==> config.mk <==
export PLATFORM = sky130hd
export DESIGN_NAME = phys_reg_release_queue_flat
export DESIGN_NICKNAME = d
export VERILOG_FILES = /design/src/rtl/phys_reg_release_queue_if.sv /design/src/rtl/phys_reg_release_queue.sv /design/src/flat_wrapper.sv
export SDC_FILE = /design/constraint.sdc
export NUM_CORES = 1
export LEC_CHECK = 0
export BUFFER_PORTS_ARGS = -buffer_cell sky130_fd_sc_hd__buf_4
export CELL_PAD_IN_SITES_DETAIL_PLACEMENT = 1
export CELL_PAD_IN_SITES_GLOBAL_PLACEMENT = 2
export CORE_MARGIN = 3
export CORE_UTILIZATION = 43
export DETAILED_ROUTE_END_ITERATION = 16
export GPL_TIMING_DRIVEN = 0
export PLACE_DENSITY_LB_ADDON = 0.1
export SLEW_MARGIN = 30
export SYNTH_ARGS = -nofsm -noshare
export SYNTH_HDL_FRONTEND = slang
export SYNTH_SLANG_ARGS = --single-unit
==> constraint.sdc <==
create_clock -name CLK -period 2.2 [get_ports CLK]
set_input_delay 0.33 -clock CLK [delete_from_list [all_inputs] [get_ports CLK]]
set_output_delay 0.33 -clock CLK [all_outputs]
set_load 0.01 [all_outputs]
==> src/rtl/phys_reg_release_queue_if.sv <==
// ---------------------------------------------------------------------------
// phys_reg_release_queue_if
//   Groups the retire-side and free-list-side signals of the physical
//   register release queue.
//
//   Handshake semantics: a retire transfer happens on a rising CLK edge when
//   retire_valid and retire_ready are both high. retire_ready depends only on
//   registered state, never on retire_valid. On the free-list side the free
//   list accepts unconditionally whenever enqueue_valid is high, so there is
//   no ready. The producer must not raise enqueue_valid while free_list_full
//   is high.
//
//   Modports:
//     master : commit stage plus free list, i.e. the testbench or the
//              surrounding core
//     slave  : the release queue itself
// ---------------------------------------------------------------------------
interface phys_reg_release_queue_if #(
  parameter int TAG_WIDTH = 6
);
  logic                 retire_valid;
  logic [TAG_WIDTH-1:0] retire_phys_reg_tag;
  logic                 retire_ready;
  logic                 enqueue_valid;
  logic [TAG_WIDTH-1:0] enqueue_phys_reg_tag;
  logic                 free_list_full;

  modport master (
    output retire_valid, retire_phys_reg_tag, free_list_full,
    input  retire_ready, enqueue_valid, enqueue_phys_reg_tag
  );

  modport slave (
    input  retire_valid, retire_phys_reg_tag, free_list_full,
    output retire_ready, enqueue_valid, enqueue_phys_reg_tag
  );
endinterface

==> src/rtl/phys_reg_release_queue.sv <==
// ---------------------------------------------------------------------------
// phys_reg_release_queue
//   Buffers stale physical register tags coming from the commit stage and
//   hands them to the free list one per cycle, in acceptance order. Tag 0 is
//   never released: an accepted tag of 0 is silently dropped.
//
//   Ports:
//     CLK        : clock; all state updates on the rising edge
//     nRST       : asynchronous active-low reset
//     bus        : slave side of phys_reg_release_queue_if
//                  (retire_valid, retire_phys_reg_tag, retire_ready,
//                   enqueue_valid, enqueue_phys_reg_tag, free_list_full)
//     occupancy  : number of buffered tags (tail - head)
//     DUT_error  : registered protocol-violation flag. It is set for a
//                  double free (free_list_full while the queue is non-empty)
//                  or for a retire offered while the queue is full.
//
//   Optional feature macro: PHYS_REG_RELEASE_BYPASS_EN
//     When defined, a nonzero tag accepted while the queue is empty and the
//     free list is not full goes straight to enqueue_* in the same cycle and
//     is not written into the array.
// ---------------------------------------------------------------------------
module phys_reg_release_queue #(
  parameter int RELEASE_QUEUE_DEPTH     = 4,
  parameter int LOG_RELEASE_QUEUE_DEPTH = 2,
  parameter int TAG_WIDTH               = 6
) (
  input  logic                             CLK,
  input  logic                             nRST,
  phys_reg_release_queue_if.slave          bus,
  output logic [LOG_RELEASE_QUEUE_DEPTH:0] occupancy,
  output logic                             DUT_error
);

  localparam int PW = LOG_RELEASE_QUEUE_DEPTH + 1;
  localparam int IW = LOG_RELEASE_QUEUE_DEPTH;

  typedef logic [TAG_WIDTH-1:0] phys_reg_tag_t;

  // The pointers carry one extra msb so that full and empty can be told apart
  // when the indices are equal.
  logic [PW-1:0] head, tail, head_next, tail_next;
  logic          full_q, empty_q, full_next, empty_next;
  phys_reg_tag_t mem [RELEASE_QUEUE_DEPTH];

  logic accept, accept_nonzero, pop, bypass, write_en;

  always_comb begin
    accept         = bus.retire_valid & ~full_q;
    accept_nonzero = accept & (bus.retire_phys_reg_tag != '0);
    pop            = ~empty_q & ~bus.free_list_full;
`ifdef PHYS_REG_RELEASE_BYPASS_EN
    bypass         = empty_q & ~bus.free_list_full & accept_nonzero;
`else
    bypass         = 1'b0;
`endif
    write_en       = accept_nonzero & ~bypass;
    head_next      = head + {{IW{1'b0}}, pop};
    tail_next      = tail + {{IW{1'b0}}, write_en};
    empty_next     = (head_next == tail_next);
    full_next      = (head_next[IW-1:0] == tail_next[IW-1:0]) &
                     (head_next[IW] != tail_next[IW]);
  end

  assign bus.retire_ready         = ~full_q;
  assign bus.enqueue_valid        = pop | bypass;
  assign bus.enqueue_phys_reg_tag = bypass ? bus.retire_phys_reg_tag
                                           : mem[head[IW-1:0]];
  assign occupancy                = tail - head;

  always_ff @(posedge CLK or negedge nRST) begin
    if (!nRST) begin
      head      <= '0;
      tail      <= '0;
      empty_q   <= 1'b1;
      full_q    <= 1'b0;
      DUT_error <= 1'b0;
    end else begin
      head      <= head_next;
      tail      <= tail_next;
      empty_q   <= empty_next;
      full_q    <= full_next;
      DUT_error <= (bus.free_list_full & ~empty_q) |
                   (bus.retire_valid & full_q);
    end
  end

  // The array has no reset. Its contents are meaningless while the queue
  // is empty.
  always_ff @(posedge CLK) begin
    if (write_en) begin
      mem[tail[IW-1:0]] <= bus.retire_phys_reg_tag;
    end
  end

endmodule

==> src/flat_wrapper.sv <==
// flat-port wrapper written by rule: the top's interface ports become plain ports
module phys_reg_release_queue_flat 
#(
  parameter int RELEASE_QUEUE_DEPTH     = 4,
  parameter int LOG_RELEASE_QUEUE_DEPTH = 2,
  parameter int TAG_WIDTH               = 6
)
  (CLK, nRST, occupancy, DUT_error, bus_retire_valid, bus_retire_phys_reg_tag, bus_free_list_full, bus_retire_ready, bus_enqueue_valid, bus_enqueue_phys_reg_tag);
  phys_reg_release_queue_if #(.TAG_WIDTH(TAG_WIDTH)) bus_i ();
  input  logic CLK;
  input  logic nRST;
  output logic [LOG_RELEASE_QUEUE_DEPTH:0] occupancy;
  output logic DUT_error;
  input wire logic [$bits(bus_i.retire_valid)-1:0] bus_retire_valid;
  input wire logic [$bits(bus_i.retire_phys_reg_tag)-1:0] bus_retire_phys_reg_tag;
  input wire logic [$bits(bus_i.free_list_full)-1:0] bus_free_list_full;
  output wire logic [$bits(bus_i.retire_ready)-1:0] bus_retire_ready;
  output wire logic [$bits(bus_i.enqueue_valid)-1:0] bus_enqueue_valid;
  output wire logic [$bits(bus_i.enqueue_phys_reg_tag)-1:0] bus_enqueue_phys_reg_tag;
  assign bus_i.retire_valid = bus_retire_valid;
  assign bus_i.retire_phys_reg_tag = bus_retire_phys_reg_tag;
  assign bus_i.free_list_full = bus_free_list_full;
  assign bus_retire_ready = bus_i.retire_ready;
  assign bus_enqueue_valid = bus_i.enqueue_valid;
  assign bus_enqueue_phys_reg_tag = bus_i.enqueue_phys_reg_tag;
  phys_reg_release_queue #(.RELEASE_QUEUE_DEPTH(RELEASE_QUEUE_DEPTH), .LOG_RELEASE_QUEUE_DEPTH(LOG_RELEASE_QUEUE_DEPTH), .TAG_WIDTH(TAG_WIDTH)) u_core (.CLK(CLK), .nRST(nRST), .bus(bus_i), .occupancy(occupancy), .DUT_error(DUT_error));
endmodule
Word level (Yosys, flattened, before mapping)
Memories as Yosys holds them, arrays and structs flattened.
Cells that the tools add are included.
- output and inout port bits: 12
- bits in latches: 0
- memories: 1
- RAM bits: 24
- register bits: 9
- bits in read-only memories: 0
- logic and storage cells: 25
- bitwise operators: 10
- add/sub/neg operators: 3
- shift-type cells: 0
- equality and inequality tests: 3
- magnitude comparators: 0
- muxes and demuxes: 2
- multiply operators: 0
- divide/modulo/power cells: 0
- reduce and logical (&&, ||, !) cells: 1
- memory list (name ; words ; width ; read ports ; clocked after Yosys merged registers in ; wr ports ; line ; RTL):
    u_core.mem ; 4 ; 6 ; 1 ; 0 ; 1 ; phys_reg_release_queue.sv:44 ; phys_reg_tag_t mem [RELEASE_QUEUE_DEPTH];
- operators by type and width (cell ; number):
    $add 3x1->3 ; 2
    $and 1x1->1 ; 6
    $reduce_bool 6->1 ; 1
    $eq 3x3->1 ; 1
    $not 1->1 ; 3
    $sub 3x3->3 ; 1
    $eq 2x2->1 ; 1
    $mux 1 ; 2
    $ne 1x1->1 ; 1
    $or 1x1->1 ; 1

Longest topological paths before layout
Gate-level depths: netlist of the first run.
- depth after elaboration: 6
- depth in mapped cells: 8
- gate-level depth less buffers: 8

Least setup slack after synthesis of the first run
OpenSTA, ideal clock, no wires.
- kind: input to register
- start: in bus_retire_phys_reg_tag[3]
- end: reg u_core.full_q
- setup time: 0.073 ns
- slack: 0.069 ns
- buffers on the path: 0
- cell stages on the path: 8
- required time: 2.127 ns
- data arrival time: 2.059 ns
- path through: or4_4 -> o311ai_4 -> inv_1 -> ha_1 -> ha_1 -> xnor2_1 -> xnor2_1 -> nor2b_1
- word-level cells in the longest chain between the ends: 5
- elaborated cells on any way between the ends: 6
- classes of those cells: add/sub: 1; eq/ne: 2; bitwise: 2; reduce/logical: 1
- ends and longest elaborated chain (item ; line ; RTL):
    from (decl) ; flat_wrapper.sv:15 ; input wire logic [$bits(bus_i.retire_phys_reg_tag)-1:0] bus_retire_phys_reg_tag;
    $reduce_bool 6->1 (*) ; phys_reg_release_queue.sv:50 ; accept_nonzero = accept & (bus.retire_phys_reg_tag != '0);
    $and 1x1->1 (*) ; phys_reg_release_queue.sv:50 ;
    $add 3x1->3 (*) ; phys_reg_release_queue.sv:59 ; tail_next = tail + {{IW{1'b0}}, write_en};
    $eq 2x2->1 / $ne 1x1->1 (equally long branches) ; phys_reg_release_queue.sv:61, phys_reg_release_queue.sv:62 ;
    $and 1x1->1 (*) ; phys_reg_release_queue.sv:61 ; full_next = (head_next[IW-1:0] == tail_next[IW-1:0]) &
    net u_core.full_next ; phys_reg_release_queue.sv:43 ; logic full_q, empty_q, full_next, empty_next;
    to (signal assigned) ; phys_reg_release_queue.sv:82 ; full_q <= full_next;
    to (decl) ; phys_reg_release_queue.sv:43 ;
The timed path passes the listed nets; every way through them passes the cells marked *.

Worst setup path in the final report of the first run
Same ends and word-level chain as after synthesis.

==> run_summary.xml, run 1 <==
<?xml version="1.0" encoding="UTF-8"?>
<metrics>
  <group name="clock_tree">
    <metric name="cts_bufs_inserted" unit="">5</metric>
    <metric name="cts_tree" unit="">done</metric>
    <metric name="clock_sink_count" unit="">33</metric>
    <metric name="clock_network_latency_to_the_later_pin_of_the_worst_skew_pair" unit="ns">0.33</metric>
    <metric name="clkTransAtPathRegs" unit="ns">0.10</metric>
    <metric name="clock-root-buffer" unit="">sky130_fd_sc_hd__clkbuf_4</metric>
    <metric name="number_of_buffers_on_the_longest_clock_path" unit="">2</metric>
    <metric name="htreeDepth" unit="">2</metric>
  </group>
  <group name="power">
    <metric name="clkPwrFrac" unit="%">13.2</metric>
    <metric name="seqPwrFrac" unit="%">40.0</metric>
    <metric name="p_leak" unit="nW">0.671</metric>
    <metric name="internal_power" unit="mW">1.57</metric>
    <metric name="p_per_area" unit="mW/mm²">1400</metric>
    <metric name="p_total" unit="mW">2.39</metric>
    <metric name="power.switching_fraction" unit="%">34.3</metric>
    <metric name="combinationalPowerShare" unit="%">46.9</metric>
    <metric name="net-switching-power" unit="µW">818</metric>
    <metric name="worst_ir_drop_vdd" unit="mV">0.875</metric>
  </group>
  <group name="yosys">
    <metric name="most_instantiated_library_cell_after_synthesis" unit="">sky130_fd_sc_hd__edfxtp_1</metric>
    <metric name="postSynthRegisterBits" unit="">33</metric>
    <metric name="synth_async_sr_flop_share" unit="%">27.3</metric>
    <metric name="count_of_flip_flops_with_a_built_in_enable_after_synthesis" unit="">24</metric>
    <metric name="synthesis.nets" unit="">89</metric>
    <metric name="yosys_warnings" unit="">0</metric>
    <metric name="yosys.area.top_type_share" unit="%">53.6</metric>
    <metric name="combined_area_of_all_synthesized_cells" unit="mm²">0.00135</metric>
    <metric name="netlist_top_cells_area" unit="">sky130_fd_sc_hd__edfxtp_1 54%, sky130_fd_sc_hd__dfrtp_1 15%, sky130_fd_sc_hd__mux4_2 10%, sky130_fd_sc_hd__ha_1 4.7%, sky130_fd_sc_hd__xnor2_1 3.9%</metric>
    <metric name="synthCells" unit="">73</metric>
    <metric name="yosys-top-cells-count" unit="">24 x sky130_fd_sc_hd__edfxtp_1, 8 x sky130_fd_sc_hd__dfrtp_1, 8 x sky130_fd_sc_hd__inv_1, 6 x sky130_fd_sc_hd__mux4_2, 6 x sky130_fd_sc_hd__xnor2_1</metric>
    <metric name="synth_sequential_area_ratio" unit="%">70.4</metric>
    <metric name="synth_ff_type" unit="">sky130_fd_sc_hd__edfxtp_1</metric>
    <metric name="top_cell_type_by_total_area_after_synthesis" unit="">sky130_fd_sc_hd__edfxtp_1</metric>
    <metric name="syn_avg_cell_area" unit="µm²">18.4</metric>
    <metric name="synth.lib_cells_used.distinct" unit="">17</metric>
  </group>
  <group name="grt">
    <metric name="met2_usage" unit="%">26.8</metric>
    <metric name="globalRouteTotalUtil" unit="%">15.6</metric>
    <metric name="global_route_wire_length_before_repair" unit="µm">3920</metric>
    <metric name="largest_net_degree_at_the_start_of_global_routing" unit="">11</metric>
    <metric name="use_met3" unit="%">6.20</metric>
    <metric name="grt_pass1_vias" unit="">784</metric>
    <metric name="top_usage_layer" unit="">met2</metric>
    <metric name="grt_use_met1" unit="%">17.6</metric>
    <metric name="globalRouteOverflowTotal" unit="">0</metric>
    <metric name="antenna_violations_before_repair" unit="">0</metric>
  </group>
  <group name="timing">
    <metric name="slew-limit-headroom" unit="%">40.9</metric>
    <metric name="final.min_clock_period" unit="ns">2.14</metric>
    <metric name="timing_hold_violations_final" unit="">0</metric>
    <metric name="setup_viol" unit="">0</metric>
    <metric name="final_critical_path_setup_slack" unit="ns">0.0596</metric>
    <metric name="finalSetupTns" unit="ns">0</metric>
    <metric name="min_period_over_period" unit="%">97.3</metric>
    <metric name="grt_setup_unrepaired" unit="">true</metric>
    <metric name="skew" unit="ns">0.00914</metric>
    <metric name="max_freq" unit="GHz">0.467</metric>
    <metric name="final-max-slew-violation-count" unit="">0</metric>
    <metric name="worst_pin_slew" unit="ns">0.880</metric>
  </group>
  <group name="route">
    <metric name="detail_route.drc_violations" unit="">0</metric>
    <metric name="drt_pre_antenna_iters" unit="">3</metric>
    <metric name="antenna_left" unit="">0</metric>
    <metric name="vias" unit="">728</metric>
    <metric name="drtIter0Drc" unit="">11</metric>
    <metric name="detail_routed_via_count_per_cell" unit="">4.89</metric>
    <metric name="wl_per_cell" unit="µm">16.6</metric>
    <metric name="finalWirelength" unit="µm">2480</metric>
  </group>
  <group name="place">
    <metric name="gp_congestion" unit="">0.669</metric>
    <metric name="preCtsSetupSlack" unit="ns">-0.284</metric>
    <metric name="placedInstanceArea" unit="mm²">0.00156</metric>
    <metric name="post-dp-hpwl" unit="µm">1750</metric>
    <metric name="placement.io_buffers" unit="">21</metric>
  </group>
  <group name="floorplanning">
    <metric name="fp.dieArea" unit="mm²">0.00384</metric>
    <metric name="floorplan.initialDensity" unit="%">46.8</metric>
    <metric name="ios" unit="">22</metric>
    <metric name="core.rowCount" unit="">19</metric>
    <metric name="die_x" unit="µm">61.9</metric>
    <metric name="fp.dieH" unit="µm">61.9</metric>
    <metric name="core-area" unit="mm²">0.00288</metric>
  </group>
  <group name="layout">
    <metric name="layout-drive-gt1-share" unit="%">47.7</metric>
    <metric name="antenna-diode-count" unit="">0</metric>
    <metric name="final_design_area_no_fill" unit="mm²">0.00170</metric>
    <metric name="layout.nets" unit="">122</metric>
    <metric name="area_of_all_sequential_standard_cells" unit="µm²">947</metric>
    <metric name="n_fill_cell" unit="">281</metric>
    <metric name="multi_input_gate_area" unit="µm²">415</metric>
    <metric name="syn_to_final_growth" unit="%">26.3</metric>
    <metric name="postLayoutCoreUtil" unit="%">59.1</metric>
  </group>
  <group name="critical_path">
    <metric name="timing.critical_path.fanout_max" unit="">5</metric>
    <metric name="crit_required" unit="ns">2.46</metric>
    <metric name="critical_path_arrival" unit="ns">2.40</metric>
    <metric name="end_kind" unit="">register</metric>
    <metric name="timing.critical_path.from_type" unit="">input pin</metric>
    <metric name="critPathKind" unit="">input pin to register</metric>
  </group>
  <group name="outcome">
    <metric name="status" unit="">finished, final reports clean</metric>
  </group>
  <group name="min_path">
    <metric name="hp-class" unit="">input pin to register</metric>
  </group>
  <group name="flow_run">
    <metric name="max_cap_violations" unit="">0</metric>
  </group>
</metrics>
cells by family (layout without fill, tap and decap cells):
kind of cell,Yosys count,in the layout,share of synthesized area (%)
flip-flops,33,33,70.4
AND/OR/NAND/NOR,10,10,3.91
buffers and inverters,9,43,2.60
XOR/XNOR,7,7,4.56
adder cells (fa/ha/maj),6,6,6.14
multiplexers,6,6,10.0
AO/OA/AOI/OAI,2,2,2.33
worst paths after layout:
check | from | to | slack [ns] | cells after the start
worst max-delay path | bus_retire_phys_reg_tag[3] | u_core.full_q$_DFF_PN0_ | 0.06 | 9
worst max register to register | u_core.full_q$_DFF_PN0_ | u_core.mem[2][0]$_DFFE_PP_ | 0.48 | 5
worst min register to register | u_core.full_q$_DFF_PN0_ | u_core.DUT_error$_DFF_PN0_ | 0.52 | 2
max in group asynchronous | nRST | u_core.empty_q$_DFF_PN1_ | 1.64 | 2
worst min-delay path | bus_retire_phys_reg_tag[0] | u_core.mem[0][0]$_DFFE_PP_ | 0.21 | 1
min in group asynchronous | nRST | u_core.full_q$_DFF_PN0_ | 0.35 | 2
flip-flops by register name (all words and copies together), names as in the netlist:
register,flops
u_core.head,3
u_core.DUT_error,1
u_core.empty_q,1
u_core.full_q,1
u_core.tail,3
u_core.mem,24
worst max-delay path, stage by stage:
cell and delay, ns:
sky130_fd_sc_hd__buf_4 0.13, sky130_fd_sc_hd__or4_4 0.56, sky130_fd_sc_hd__o311ai_4 0.33, sky130_fd_sc_hd__inv_1 0.08, sky130_fd_sc_hd__ha_1 0.19, sky130_fd_sc_hd__ha_1 0.22, sky130_fd_sc_hd__xnor2_2 0.24, sky130_fd_sc_hd__xnor2_2 0.15
sky130_fd_sc_hd__nor2b_1 0.15
per-layer routing:
layer	wire [µm]	up-vias
met3	106	4
met2	1390	16
met4	31	0
met1	948	370
met5	0	-
li1	-	338
per-stage QoR:
step           std cells  hold slack (ns)
6_report             149            0.213
5_1_grt              149            0.185
4_1_cts              146            0.197
3_5_place_dp         136            0.161
3_3_place_gp         136            0.157
2_1_floorplan         73           0.0344
cells in the final DEF (no fill, tap or decap), types with 3 or more instances in the layout:
cell type	Yosys	final
sky130_fd_sc_hd__buf_4	0	25
sky130_fd_sc_hd__edfxtp_1	24	24
sky130_fd_sc_hd__dfrtp_1	8	8
sky130_fd_sc_hd__inv_1	8	7
sky130_fd_sc_hd__mux4_2	6	6
sky130_fd_sc_hd__clkbuf_4	0	5
sky130_fd_sc_hd__ha_1	5	4
sky130_fd_sc_hd__xnor2_2	0	3
sky130_fd_sc_hd__xnor2_1	6	3
sky130_fd_sc_hd__nor3_2	0	3
what timing repair did:
| item | in CTS | in global routing |
|---|---|---|
| hold buffers | 1 | 0 |
| endpoints found under the setup margin | 1 | 3 |
| pin swaps | 0 | 3 |
| endpoints found under the hold margin | 9 | 0 |
| buffers inserted | 1 | 3 |
| resized for setup | 0 | 7 |
area by class of cell:
class	instances	share of cell area (%)
clock inverter	2	0.589
inverter	8	1.77
timing repair buffer	26	11.6
buffer	1	0.295
clock buffer	6	2.43
tap	42	3.09
multi-input combinational	31	24.4
sequential	33	55.7
power groups by stage:
stage	registers [mW]	logic [mW]	clock network, mW
global route	0.980	1.27	0.362
finish	0.954	1.12	0.314
detailed placement	0.960	1.02	0
global placement	0.948	1.00	0
floorplan	0.923	0.634	0
CTS	0.941	1.04	0.330
Power figures use the tool's default switching activity.
==> run 2: changes to the inputs <==
Settings changed: MAX_ROUTING_LAYER from default to met4, SETUP_SLACK_MARGIN from default to 0.4.
==> run 2 against run 1 <==
Sequential share of layout area decreased by 3.3 points; clock power about the same; final area increased by 6.6%; critical path type is now register to output pin; non-clock buffer count increased by 5; fmax increased by 3.7%; critical endpoint is now occupancy[2].
==> run_summary.xml, run 2 (same netlist as run 1, synthesis figures left out) <==
<?xml version="1.0" encoding="UTF-8"?>
<metrics>
  <group name="outcome">
    <metric name="status" unit="">finished, final reports clean</metric>
  </group>
  <group name="critical_path">
    <metric name="cpPeakStageDelay" unit="ns">0.43</metric>
    <metric name="end_kind" unit="">output pin</metric>
    <metric name="start_of_the_worst_register_to_register_path" unit="">u_core.full_q$_DFF_PN0_</metric>
    <metric name="crit_required" unit="ns">1.87</metric>
    <metric name="cp_cell_sequence" unit="">ha_4 -&gt; fa_2 -&gt; xnor2_2 -&gt; xnor2_1 -&gt; buf_4</metric>
    <metric name="critPathLaunch" unit="">u_core.head[0]$_DFF_PN0_</metric>
    <metric name="timing.critical_path.from_type" unit="">register</metric>
    <metric name="slowest_stage" unit="">sky130_fd_sc_hd__dfrtp_1</metric>
    <metric name="timing.critical_path.fanout_max" unit="">2</metric>
    <metric name="worst_path_dominant_cell_family" unit="">adder cells</metric>
    <metric name="crit_path_buffers_inverters" unit="">1</metric>
    <metric name="critPathKind" unit="">register to output pin</metric>
    <metric name="critical_path_arrival" unit="ns">1.73</metric>
  </group>
  <group name="clock_tree">
    <metric name="number_of_buffers_on_the_longest_clock_path" unit="">2</metric>
    <metric name="clock-root-buffer" unit="">sky130_fd_sc_hd__clkbuf_4</metric>
    <metric name="cts_tree" unit="">done</metric>
    <metric name="cts_bufs_inserted" unit="">5</metric>
    <metric name="htreeDepth" unit="">2</metric>
    <metric name="clock_network_latency_to_the_later_pin_of_the_worst_skew_pair" unit="ns">0.34</metric>
    <metric name="clkTransAtPathRegs" unit="ns">0.10</metric>
    <metric name="clock_sink_count" unit="">33</metric>
  </group>
  <group name="route">
    <metric name="vias" unit="">754</metric>
    <metric name="finalWirelength" unit="µm">2610</metric>
    <metric name="wl_per_cell" unit="µm">16.9</metric>
    <metric name="drt_pre_antenna_iters" unit="">4</metric>
    <metric name="detail_route.drc_violations" unit="">0</metric>
    <metric name="drtIter0Drc" unit="">17</metric>
    <metric name="detail_routed_via_count_per_cell" unit="">4.90</metric>
    <metric name="antenna_left" unit="">0</metric>
  </group>
  <group name="grt">
    <metric name="largest_net_degree_at_the_start_of_global_routing" unit="">11</metric>
    <metric name="global_route_wire_length_before_repair" unit="µm">4150</metric>
    <metric name="grt_pass1_vias" unit="">859</metric>
    <metric name="antenna_violations_before_repair" unit="">0</metric>
    <metric name="globalRouteTotalUtil" unit="%">17.2</metric>
    <metric name="globalRouteOverflowTotal" unit="">0</metric>
  </group>
  <group name="place">
    <metric name="post-dp-hpwl" unit="µm">1790</metric>
    <metric name="placement.io_buffers" unit="">21</metric>
    <metric name="dpl.cell_count" unit="">136</metric>
    <metric name="gp_congestion" unit="">0.719</metric>
    <metric name="placedInstanceArea" unit="mm²">0.00158</metric>
  </group>
  <group name="layout">
    <metric name="syn_to_final_growth" unit="%">34.6</metric>
    <metric name="layout.nets" unit="">127</metric>
    <metric name="layout.cells.most_common" unit="">sky130_fd_sc_hd__edfxtp_1</metric>
    <metric name="final_design_area_no_fill" unit="mm²">0.00181</metric>
    <metric name="antenna-diode-count" unit="">0</metric>
    <metric name="mostFrequentLayoutCells" unit="">24 x sky130_fd_sc_hd__edfxtp_1, 20 x sky130_fd_sc_hd__buf_4, 9 x sky130_fd_sc_hd__buf_6</metric>
    <metric name="layout-drive-gt1-share" unit="%">55.4</metric>
    <metric name="largest_register_ff_count" unit="">24</metric>
    <metric name="finalNonFillerCells" unit="">154</metric>
  </group>
  <group name="power">
    <metric name="worst_ir_drop_vdd" unit="mV">0.912</metric>
    <metric name="p_leak" unit="nW">0.702</metric>
    <metric name="p_per_area" unit="mW/mm²">1480</metric>
  </group>
  <group name="floorplanning">
    <metric name="ios" unit="">22</metric>
    <metric name="core.rowCount" unit="">19</metric>
    <metric name="floorplan.initialDensity" unit="%">46.8</metric>
    <metric name="fp.dieH" unit="µm">61.9</metric>
    <metric name="core-area" unit="mm²">0.00288</metric>
    <metric name="fp.dieArea" unit="mm²">0.00384</metric>
    <metric name="die_x" unit="µm">61.9</metric>
  </group>
  <group name="timing">
    <metric name="max_freq" unit="GHz">0.484</metric>
    <metric name="slew-limit-headroom" unit="%">58.6</metric>
    <metric name="final-max-slew-violation-count" unit="">0</metric>
    <metric name="min_period_over_period" unit="%">93.8</metric>
    <metric name="grt_setup_unrepaired" unit="">true</metric>
    <metric name="timing_hold_violations_final" unit="">0</metric>
    <metric name="worst_pin_slew" unit="ns">0.618</metric>
    <metric name="skew" unit="ns">0.00840</metric>
    <metric name="final.min_clock_period" unit="ns">2.06</metric>
    <metric name="setup_viol" unit="">0</metric>
  </group>
  <group name="flow_run">
    <metric name="max_cap_violations" unit="">0</metric>
  </group>
  <group name="min_path">
    <metric name="hp-class" unit="">input pin to register</metric>
    <metric name="worstHoldStart" unit="">bus_retire_phys_reg_tag[2]</metric>
  </group>
</metrics>
-- run 2: worst reg2reg max path: cells and delay by family (launching register included) --
family	cells	cell delay [ns]
flip-flops	1	0.40
AO/OA/AOI/OAI	1	0.14
buffers and inverters	2	0.27
AND/OR/NAND/NOR	1	0.47
-- run 2: through the flow --
stage / hold WS [ns] / utilization (%) / power, mW / setup TNS (ns) / setup WS [ns]
6_report: 0.184 / 62.9 / 2.67 / 0 / 0.136
5_1_grt: 0.159 / 62.9 / 2.85 / 0 / 0.0680
4_1_cts: 0.174 / 61.3 / 2.58 / 0 / 0.123
3_5_place_dp: 0.159 / 55.0 / 2.03 / -0.347 / -0.195
3_3_place_gp: 0.159 / 54.8 / 1.98 / -0.202 / -0.117
2_1_floorplan: 0.0344 / - / 1.59 / 0 / 0.106
-- run 2: report_power, final --
part,switching (mW),internal (mW),leakage [nW]
logic,0.615,0.802,0.352
clock network,0.192,0.123,0.0269
registers,0.101,0.841,0.324
total,0.909,1.77,0.702
-- run 2: final cells by class --
cell class,instances,area [µm²]
Fill cell,266,1070
Sequential cell,33,950
Multi-Input combinational cell,31,438
Timing Repair Buffer,31,277
Tap cell,42,52.6
Clock buffer,7,45.0
Inverter,8,30.0
Buffer,1,15.0
Clock inverter,1,3.75
-- run 2: timing repair --
item                       in CTS  in global routing
gates resized for setup        21                  4
setup buffers                   7                  2
hold endpoints to repair        9                  0
setup endpoints to repair      23                 11
hold buffers                    1                  0
pin swaps                       9                  2
-- run 2: path summary, 6_finish.rpt --
check                                                   to  slack, ns  cells past startpoint
worst max-delay path                          occupancy[2]       0.14                      5
worst max register to register  u_core.mem[0][4]$_DFFE_PP_       0.56                      4
worst min-delay path            u_core.mem[3][2]$_DFFE_PP_       0.18                      1
worst min register to register    u_core.head[2]$_DFF_PN0_       0.54                      1
max in group asynchronous         u_core.empty_q$_DFF_PN1_       1.64                      2
min in group asynchronous          u_core.full_q$_DFF_PN0_       0.35                      2
-- run 2: metal layers --
metal | global-route usage, % | up-vias | routed length [µm] | share of wire (%)
li1 | - | 349 | - | -
met1 | 19.0 | 375 | 1030 | 40
met2 | 26.5 | 21 | 1340 | 51
met3 | 5.37 | 9 | 140 | 5.4
met4 | 11.5 | 0 | 99 | 3.8
met5 | - | - | 0 | 0
==> run 3: changes to the inputs <==
Settings changed: BUFFER_PORTS_ARGS -buffer_cell sky130_fd_sc_hd__buf_4 to default, CORE_UTILIZATION 43 to 48, DONT_BUFFER_PORTS from default to 1, GPL_TIMING_DRIVEN 0 to 1.
==> run 3 against run 2 <==
Final cell count decreased by 18%; combinational power shrank 14%; die area fell by 9.4%; highest routed layer unchanged; critical path depth is the same; utilization is 1.1 points higher; global-route usage increased by 1.1 points; register-to-register slack worse by 0.09 ns; non-clock buffer count down 16; fmax grew 5.7%.
==> run_summary.xml, run 3 (same netlist as run 1, synthesis figures left out) <==
<?xml version="1.0" encoding="UTF-8"?>
<metrics>
  <group name="place">
    <metric name="placedInstanceArea" unit="mm²">0.00148</metric>
    <metric name="post-dp-hpwl" unit="µm">1860</metric>
    <metric name="preCtsSetupSlack" unit="ns">0.000915</metric>
    <metric name="placement.io_buffers" unit="">0</metric>
    <metric name="dpl.cell_count" unit="">112</metric>
    <metric name="gp_congestion" unit="">0.692</metric>
  </group>
  <group name="floorplanning">
    <metric name="core.rowCount" unit="">18</metric>
    <metric name="ios" unit="">22</metric>
    <metric name="core-area" unit="mm²">0.00257</metric>
    <metric name="floorplan.initialDensity" unit="%">52.4</metric>
    <metric name="fp.dieH" unit="µm">58.9</metric>
    <metric name="die_x" unit="µm">58.9</metric>
    <metric name="fp.dieArea" unit="mm²">0.00347</metric>
  </group>
  <group name="grt">
    <metric name="globalRouteOverflowTotal" unit="">0</metric>
    <metric name="global_route_wire_length_before_repair" unit="µm">4080</metric>
    <metric name="antenna_violations_before_repair" unit="">0</metric>
    <metric name="grt_pass1_vias" unit="">806</metric>
    <metric name="largest_net_degree_at_the_start_of_global_routing" unit="">11</metric>
    <metric name="globalRouteTotalUtil" unit="%">18.3</metric>
  </group>
  <group name="timing">
    <metric name="final.min_clock_period" unit="ns">1.95</metric>
    <metric name="grt_setup_unrepaired" unit="">true</metric>
    <metric name="final_critical_path_setup_slack" unit="ns">0.248</metric>
    <metric name="finalSetupTns" unit="ns">0</metric>
    <metric name="slew-limit-headroom" unit="%">70.1</metric>
    <metric name="timing_hold_violations_final" unit="">0</metric>
    <metric name="hold_slack" unit="ns">0.0811</metric>
    <metric name="max_freq" unit="GHz">0.512</metric>
    <metric name="skew" unit="ns">0.0127</metric>
    <metric name="min_period_over_period" unit="%">88.7</metric>
    <metric name="worst_pin_slew" unit="ns">0.448</metric>
    <metric name="setup_viol" unit="">0</metric>
    <metric name="final-max-slew-violation-count" unit="">0</metric>
  </group>
  <group name="critical_path">
    <metric name="critical_path_arrival" unit="ns">1.62</metric>
    <metric name="cpPeakStageDelay" unit="ns">0.38</metric>
    <metric name="start_of_the_worst_register_to_register_path" unit="">u_core.head[0]$_DFF_PN0_</metric>
    <metric name="crit_top_cell" unit="">sky130_fd_sc_hd__xnor2_2</metric>
    <metric name="r2r-end" unit="">u_core.full_q$_DFF_PN0_</metric>
    <metric name="critPathKind" unit="">register to output pin</metric>
    <metric name="cp-endpoint" unit="">occupancy[2]</metric>
    <metric name="cp_cell_sequence" unit="">inv_2 -&gt; ha_4 -&gt; fa_2 -&gt; xnor2_2 -&gt; xnor2_2</metric>
    <metric name="end_kind" unit="">output pin</metric>
    <metric name="timing.critical_path.from_type" unit="">register</metric>
    <metric name="crit_path_buffers_inverters" unit="">1</metric>
    <metric name="worst_path_dominant_cell_family" unit="">adder cells</metric>
    <metric name="r2r_cells" unit="">7</metric>
    <metric name="timing.critical_path.fanout_max" unit="">2</metric>
    <metric name="critPathLaunch" unit="">u_core.tail[0]$_DFF_PN0_</metric>
    <metric name="critical_path_cell_count" unit="">5</metric>
    <metric name="crit_required" unit="ns">1.87</metric>
    <metric name="slowest_stage" unit="">sky130_fd_sc_hd__dfrtp_1</metric>
    <metric name="r2r_slack" unit="ns">0.47</metric>
  </group>
  <group name="clock_tree">
    <metric name="cts_tree" unit="">done</metric>
    <metric name="htreeDepth" unit="">2</metric>
    <metric name="clock_sink_count" unit="">33</metric>
    <metric name="clock-root-buffer" unit="">sky130_fd_sc_hd__clkbuf_4</metric>
    <metric name="cts_bufs_inserted" unit="">5</metric>
    <metric name="clock_network_latency_to_the_later_pin_of_the_worst_skew_pair" unit="ns">0.33</metric>
    <metric name="clkTransAtPathRegs" unit="ns">0.10</metric>
    <metric name="number_of_buffers_on_the_longest_clock_path" unit="">2</metric>
  </group>
  <group name="route">
    <metric name="wl_per_cell" unit="µm">20.2</metric>
    <metric name="drtIter0Drc" unit="">20</metric>
    <metric name="antenna_left" unit="">0</metric>
    <metric name="vias" unit="">686</metric>
    <metric name="finalWirelength" unit="µm">2540</metric>
    <metric name="detail_routed_via_count_per_cell" unit="">5.44</metric>
    <metric name="detail_route.drc_violations" unit="">0</metric>
    <metric name="drt_pre_antenna_iters" unit="">3</metric>
  </group>
  <group name="layout">
    <metric name="largest_register_ff_count" unit="">24</metric>
    <metric name="mostFrequentLayoutCells" unit="">24 x sky130_fd_sc_hd__edfxtp_1, 14 x sky130_fd_sc_hd__buf_4, 7 x sky130_fd_sc_hd__dfrtp_1</metric>
    <metric name="syn_to_final_growth" unit="%">22.3</metric>
    <metric name="layout.nets" unit="">111</metric>
    <metric name="postLayoutCoreUtil" unit="%">64.1</metric>
    <metric name="final_design_area_no_fill" unit="mm²">0.00165</metric>
    <metric name="antenna-diode-count" unit="">0</metric>
    <metric name="finalNonFillerCells" unit="">126</metric>
    <metric name="layout.cells.most_common" unit="">sky130_fd_sc_hd__edfxtp_1</metric>
    <metric name="layout-drive-gt1-share" unit="%">47.9</metric>
  </group>
  <group name="outcome">
    <metric name="status" unit="">finished, final reports clean</metric>
  </group>
  <group name="power">
    <metric name="p_leak" unit="nW">0.632</metric>
    <metric name="p_per_area" unit="mW/mm²">1490</metric>
    <metric name="p_total" unit="mW">2.45</metric>
    <metric name="worst_ir_drop_vdd" unit="mV">1.12</metric>
  </group>
  <group name="flow_run">
    <metric name="max_cap_violations" unit="">0</metric>
  </group>
  <group name="min_path">
    <metric name="hp-class" unit="">input pin to register</metric>
  </group>
</metrics>
-- run 3: worst min path at each step --
stage	start	end	slack [ns]	cells past startpoint
floorplan	nRST	u_core.DUT_error$_DFF_PN0_	0.03	0
global placement	nRST	u_core.head[1]$_DFF_PN0_	0.03	0
detailed placement	nRST	u_core.head[0]$_DFF_PN0_	0.03	0
CTS	bus_retire_phys_reg_tag[3]	u_core.mem[0][3]$_DFFE_PP_	0.07	0
global route	bus_retire_phys_reg_tag[1]	u_core.mem[0][1]$_DFFE_PP_	0.06	0
finish	bus_retire_phys_reg_tag[3]	u_core.mem[0][3]$_DFFE_PP_	0.08	0
-- run 3: power by group --
group	switching, mW	total, mW	internal, mW
clock network	0.196	0.318	0.122
logic	0.604	1.22	0.612
registers	0.0782	0.917	0.839
-- run 3: what timing repair did --
action | 4_1_cts | 5_1_grt
setup endpoints to repair | 9 | 10
hold endpoints to repair | 9 | 0
pin swaps | 2 | 3
buffers inserted | 4 | 1
gates resized for setup | 11 | 6
hold buffers | 1 | 0
-- run 3: worst reg2reg max path: stages, from the launching register on --
cell	delay (ns)
sky130_fd_sc_hd__dfrtp_1	0.42
sky130_fd_sc_hd__buf_4	0.15
sky130_fd_sc_hd__buf_12	0.13
sky130_fd_sc_hd__ha_1	0.17
sky130_fd_sc_hd__ha_1	0.19
sky130_fd_sc_hd__xor2_1	0.28
sky130_fd_sc_hd__xnor2_2	0.18
sky130_fd_sc_hd__nor2b_1	0.16
-- run 3: area by class of cell --
cell class | count | area [µm²]
clock inverter | 2 | 10.0
timing repair buffer | 16 | 135
multi-input combinational | 31 | 443
clock buffer | 6 | 41.3
tap | 30 | 37.5
sequential | 33 | 948
fill | 231 | 922
inverter | 8 | 30.0
-- run 3: per-layer routing --
metal	vias up	share of wire, %	track usage [%]
li1	314	-	-
met1	350	42	21.7
met2	20	51	28.5
met3	2	6.4	7.24
met4	0	0.47	5.83
met5	-	0	-
